--- config.mk ---
export PLATFORM = sky130hd
export DESIGN_NAME = powlib_sfifo_ex
export DESIGN_NICKNAME = d
export VERILOG_FILES = /design/src/rtl/powlib_sfifo_ex.sv
export SDC_FILE = /design/constraint.sdc
export NUM_CORES = 1
export LEC_CHECK = 0
export ABC_AREA = 0
export ABC_CLOCK_PERIOD_IN_PS = 5260
export CAP_MARGIN = 20
export CORE_MARGIN = 2
export CORE_UTILIZATION = 55
export DETAILED_ROUTE_END_ITERATION = 10
export PLACE_DENSITY = 0.81
export SLEW_MARGIN = 20
export SYNTH_ARGS = -nofsm -noshare
export SYNTH_HDL_FRONTEND = slang
export SYNTH_SLANG_ARGS = --single-unit
--- constraint.sdc ---
create_clock -name clk -period 5.26 [get_ports clk]
set_input_delay 0.789 -clock clk [delete_from_list [all_inputs] [get_ports clk]]
set_output_delay 0.789 -clock clk [all_outputs]
set_load 0.05 [all_outputs]
--- src/rtl/powlib_sfifo_ex.sv ---
// rtl/powlib_sfifo_ex.sv - single-clock valid/ready FIFO with exact count, threshold flags, flush and optional output register
module powlib_sfifo_ex #(
  parameter int W    = 16,
  parameter int D    = 8,
  parameter int NFT  = 6,
  parameter int NET  = 1,
  parameter int ERO  = 0,
  parameter int EDBG = 0,
  parameter     ID   = "SFIFOEX"
) (
  input  logic                         clk,
  input  logic                         rst,
  input  logic                         clr,
  input  logic [W-1:0]                 wrdata,
  input  logic                         wrvld,
  output logic                         wrrdy,
  output logic                         wrnf,
  output logic [W-1:0]                 rddata,
  output logic                         rdvld,
  input  logic                         rdrdy,
  output logic                         rdne,
  output logic [$clog2(D+ERO+1)-1:0]   cnt
);

  localparam int C  = D + ERO;
  localparam int CW = $clog2(D + ERO + 1);
  localparam int PW = (D > 1) ? $clog2(D) : 1;
  localparam logic [CW-1:0] CMAX  = CW'(C);
  localparam logic [PW-1:0] PLAST = PW'(D - 1);

  if (D < 2 || NFT < 1 || NFT > C || NET < 0 || NET >= C) begin : g_bad_param
    $fatal(1, "%s: illegal parameters D=%0d NFT=%0d NET=%0d ERO=%0d", ID, D, NFT, NET, ERO);
  end

  logic [W-1:0]  mem_q [D];
  logic [PW-1:0] wptr_q, wptr_d, rptr_q, rptr_d;
  logic [CW-1:0] cnt_q, cnt_d;
  logic          wrnf_q, rdne_q;
  logic          wrinc, rdinc, arr_rd;
  logic [W-1:0]  arr_rdata;

  // Full/empty is derived from the occupancy count only, so D need not be a power of two.
  assign wrrdy     = (cnt_q != CMAX);
  assign wrinc     = wrvld & wrrdy;
  assign rdinc     = rdvld & rdrdy;
  assign arr_rdata = mem_q[rptr_q];

  always_comb begin
    wptr_d = wptr_q;
    rptr_d = rptr_q;
    cnt_d  = cnt_q;
    if (clr) begin
      wptr_d = '0;
      rptr_d = '0;
      cnt_d  = '0;
    end else begin
      if (wrinc)
        wptr_d = (wptr_q == PLAST) ? '0 : wptr_q + 1'b1;
      if (arr_rd)
        rptr_d = (rptr_q == PLAST) ? '0 : rptr_q + 1'b1;
      if (wrinc && !rdinc)
        cnt_d = cnt_q + 1'b1;
      else if (rdinc && !wrinc)
        cnt_d = cnt_q - 1'b1;
    end
  end

  // Flags are registered from the next count so they line up with cnt.
  always_ff @(posedge clk) begin
    if (rst) begin
      wptr_q <= '0;
      rptr_q <= '0;
      cnt_q  <= '0;
      wrnf_q <= (NFT == 0);
      rdne_q <= 1'b1;
    end else begin
      wptr_q <= wptr_d;
      rptr_q <= rptr_d;
      cnt_q  <= cnt_d;
      wrnf_q <= (cnt_d >= CW'(NFT));
      rdne_q <= (cnt_d <= CW'(NET));
    end
  end

  always_ff @(posedge clk) begin
    if (!rst && !clr && wrinc)
      mem_q[wptr_q] <= wrdata;
  end

  if (ERO != 0) begin : g_oreg
    logic         ovld_q, ovld_d, load;
    logic [W-1:0] odata_q;

    // Refill whenever the output slot is empty or leaving and the array holds something.
    always_comb begin
      load   = (cnt_q != CW'(ovld_q)) && (!ovld_q || rdrdy) && !clr;
      ovld_d = ovld_q;
      if (clr)
        ovld_d = 1'b0;
      else if (load)
        ovld_d = 1'b1;
      else if (rdrdy)
        ovld_d = 1'b0;
    end

    always_ff @(posedge clk) begin
      if (rst) begin
        ovld_q  <= 1'b0;
        odata_q <= '0;
      end else begin
        ovld_q <= ovld_d;
        if (load)
          odata_q <= arr_rdata;
      end
    end

    assign arr_rd = load;
    assign rdvld  = ovld_q;
    assign rddata = odata_q;
  end else begin : g_comb
    assign arr_rd = rdinc;
    assign rdvld  = (cnt_q != '0);
    assign rddata = arr_rdata;
  end

`ifndef SYNTHESIS
  if (EDBG != 0) begin : g_dbg
    always_ff @(posedge clk) begin
      if (!rst && clr)
        $display("%s: flush", ID);
      else if (!rst) begin
        if (wrinc) $display("%s: write %0h cnt=%0d", ID, wrdata, cnt_q);
        if (rdinc) $display("%s: read %0h cnt=%0d", ID, rddata, cnt_q);
      end
    end
  end
`endif

  assign cnt  = cnt_q;
  assign wrnf = wrnf_q;
  assign rdne = rdne_q;

endmodule

==> flow_summary.ini <==
[grt]
met2_usage_pct = 30.0
grt-busiest-layer = met2
met1_usage_pct = 24.8
gr-total-overflow = 0
grt_use_total_pct = 19.2
grt_max_degree = 33
grt_pass1_wl_um = 15500
grt_antenna_before_repair = 0
met3_usage_pct = 5.64
grt_pass1_vias = 2952

[clock_network]
insertion_delay_ps = 520
cts_made_buffers = 17
clk_transition_reported_paths_ps = 60
clockBufferDepth = 2
cts_sinks = 143
cts_max_level = 4
cts_resized = 0
cts_root_buf = clkbuf_8
cts_hold_buf = 0
post_cts_buffers = 0
cts_tree = built

[drt]
vias_per_cell = 5.73
ant_nets = 0
drt-initial-drc-count = 203
remaining_drc_errors = 0
dr.pass1.iters = 4
drt-total-wl_um = 9810
vias = 2836
wl_per_cell_um = 19.8

[critical_path]
crit_chain = buf_4, mux4_1, mux2_2, clkdlybuf4s50_1
cp_max_fo = 24
critPathCaptureType = output port
start_kind = register
critPathRequiredTime_ps = 4470
path_class = reg -> out
cpPeakStageDelay_ps = 700
critPathArrivalTime_ps = 3200
critPathSlowestCell = clkdlybuf4s50_1

[logic_synthesis]
yosysTopAreaCellShare_pct = 67.1
synth_top_cell_by_area = edfxtp_1
synth-seq-cells = 143
synth_top_family_by_area = multiplexers
synth_cells = 286
yosysSeqAreaShare_pct = 72.3
muxShareOfSynthArea_pct = 18.1
synthesis.area_sq_um = 5730
synth.distinct_cells = 38
syn_avg_cell_area_sq_um = 20.0
synth-xor-area-share_pct = 0.153
ys_warn_count = 0
netlist_top_cells_area = edfxtp_1, mux4_1, dfxtp_1, mux2_2, mux4_2
synth_compound_area_share_pct = 2.25
synthSimpleGateAreaFrac_pct = 4.10
syn-num-nets = 313
synth_adder_area_share_pct = 1.31

[place]
place_area_sq_um = 6340
placedCellCount = 463
io_buffers = 44
hpwl_um = 5800
place.gp.congestion = 0.823

[die]
die_y_um = 106
die_w_um = 106
fp-row-count = 37
die_area_sq_um = 11300
start_util_pct = 56.0
io_pins = 45
core_region_area_sq_um = 10200

[cells_and_area]
antenna_cells = 0
final_cell_count_no_fill = 495
area_growth_pct = 20.9
final_nets = 373
layout-drive-gt1-share_pct = 18.4
fin_area_sq_um = 6930

[sta]
setup_violations = 0
tns_ps = 0
rsz0062_at_grt = no
worstMarginPinSlew_ps = 871
timing.hold.ws_ps = 546
report.final.slew_viol_count = 0
hold_viol_final = 0
skew_ps = 10.3
slew_headroom_pct = 41.8
post-route-min-period_ps = 3990
max_freq_mhz = 251
period_share_pct = 75.8

[min_path]
hp-class = reg -> reg

[job]
drv_cap = 0

[power]
ir_drop_v = 0.000250
p_per_area_nw_per_um2 = 369
leakagePower_nw = 2.33

[status]
status = complete, no violations
metrics by stage:
stage          util [%]  power, W  setup WS, ps
6_report           67.7   0.00255          1270
5_1_grt            67.7   0.00263          1140
4_1_cts            67.7   0.00258          1210
3_5_place_dp       62.0   0.00144          1770
3_3_place_gp       62.0   0.00143          1780
2_1_floorplan         -   0.00138          1540
critical path: cells and delay by family (launching register included):
| family | cells | cell delay, ps |
|---|---|---|
| buffers and inverters | 2 | 1160 |
| DFF | 1 | 610 |
| muxes | 2 | 910 |
synth_stat cells:
master,count
ha_1,6
nor3_1,4
nand2b_1,5
o21ai_1,1
o21ai_0,3
o2111ai_1,1
clkbuf_2,1
clkbuf_1,1
nor2_1,17
buf_6,4
or2_2,2
mux4_1,28
a21oi_1,5
o22ai_1,1
a22oi_1,1
nand3_1,2
nor2b_1,1
nor3b_1,2
mux4_2,4
o21ai_2,1
or3_1,2
o211ai_1,2
edfxtp_1,128
dfxtp_1,15
and3_1,1
buf_2,3
mux2_2,16
a311o_1,1
nand2_1,8
o221ai_1,2
buf_1,4
o211a_1,1
xnor2_1,1
nand4_1,1
nand3b_1,2
inv_1,5
and2_1,1
mux2i_1,3
placed cells by master (no fill, tap or decap), drive strengths merged, types with 3 or more instances in the layout:
| master | instances |
|---|---|
| a21oi | 5 |
| o21ai | 5 |
| mux2i | 3 |
| nor3 | 4 |
| edfxtp | 128 |
| dfxtp | 15 |
| clkbuf | 23 |
| clkinv | 4 |
| nand2b | 5 |
| mux2 | 16 |
| inv | 10 |
| mux4 | 32 |
| buf | 10 |
| nand2 | 8 |
| clkdlybuf4s50 | 44 |
| nor2 | 17 |
| ha | 6 |
area by class of cell:
class / instances / area (sq um)
Sequential cell: 143 / 4140
Timing Repair Buffer: 54 / 515
Tap cell: 136 / 170
Inverter: 5 / 18.8
Clock buffer: 23 / 520
Multi-Input combinational cell: 125 / 1490
Fill cell: 629 / 3300
Clock inverter: 9 / 66.3
report_power, final:
group	switching, W	internal [W]	leakage [nW]	total (W)
Sequential	0.00000724	0.00125	1.27	0.00125
Combinational	0.0000937	0.0000657	0.761	0.000159
Clock	0.000446	0.000695	0.295	0.00114
path summary, 6_finish.rpt:
kind              startpoint          end  slack, ps  cells after the start
hold reg to reg    rptr_q[1]    rptr_q[1]        550                      2
setup reg to reg      cnt[1]  mem_q[6][7]       2390                      7
hold / removal     rptr_q[1]    rptr_q[1]        550                      2
setup / recovery    register   rddata[11]       1270                      4
layer usage:
layer	up-vias	wire length (um)	part of all wire [%]
met5	-	0	0
met4	0	207	2.1
met3	19	495	5.0
met2	81	4900	50
met1	1426	4210	43
li1	1310	-	-
flip-flops by register name, indices dropped and copies added, names as in the netlist, named ones only:
name / flops
wptr_q: 3
wrnf: 1
cnt: 4
rptr_q: 3
mem_q: 128
rdne: 1
kinds of logic after synthesis:
logic type | Yosys count
DFF | 143
muxes | 51
and+or+nand+nor | 48
AOI/OAI and AO/OA | 19
buffers and inverters | 18
adders and majority gates | 6
xor gates and xnor gates | 1
(Power assumes the default switching activity.)
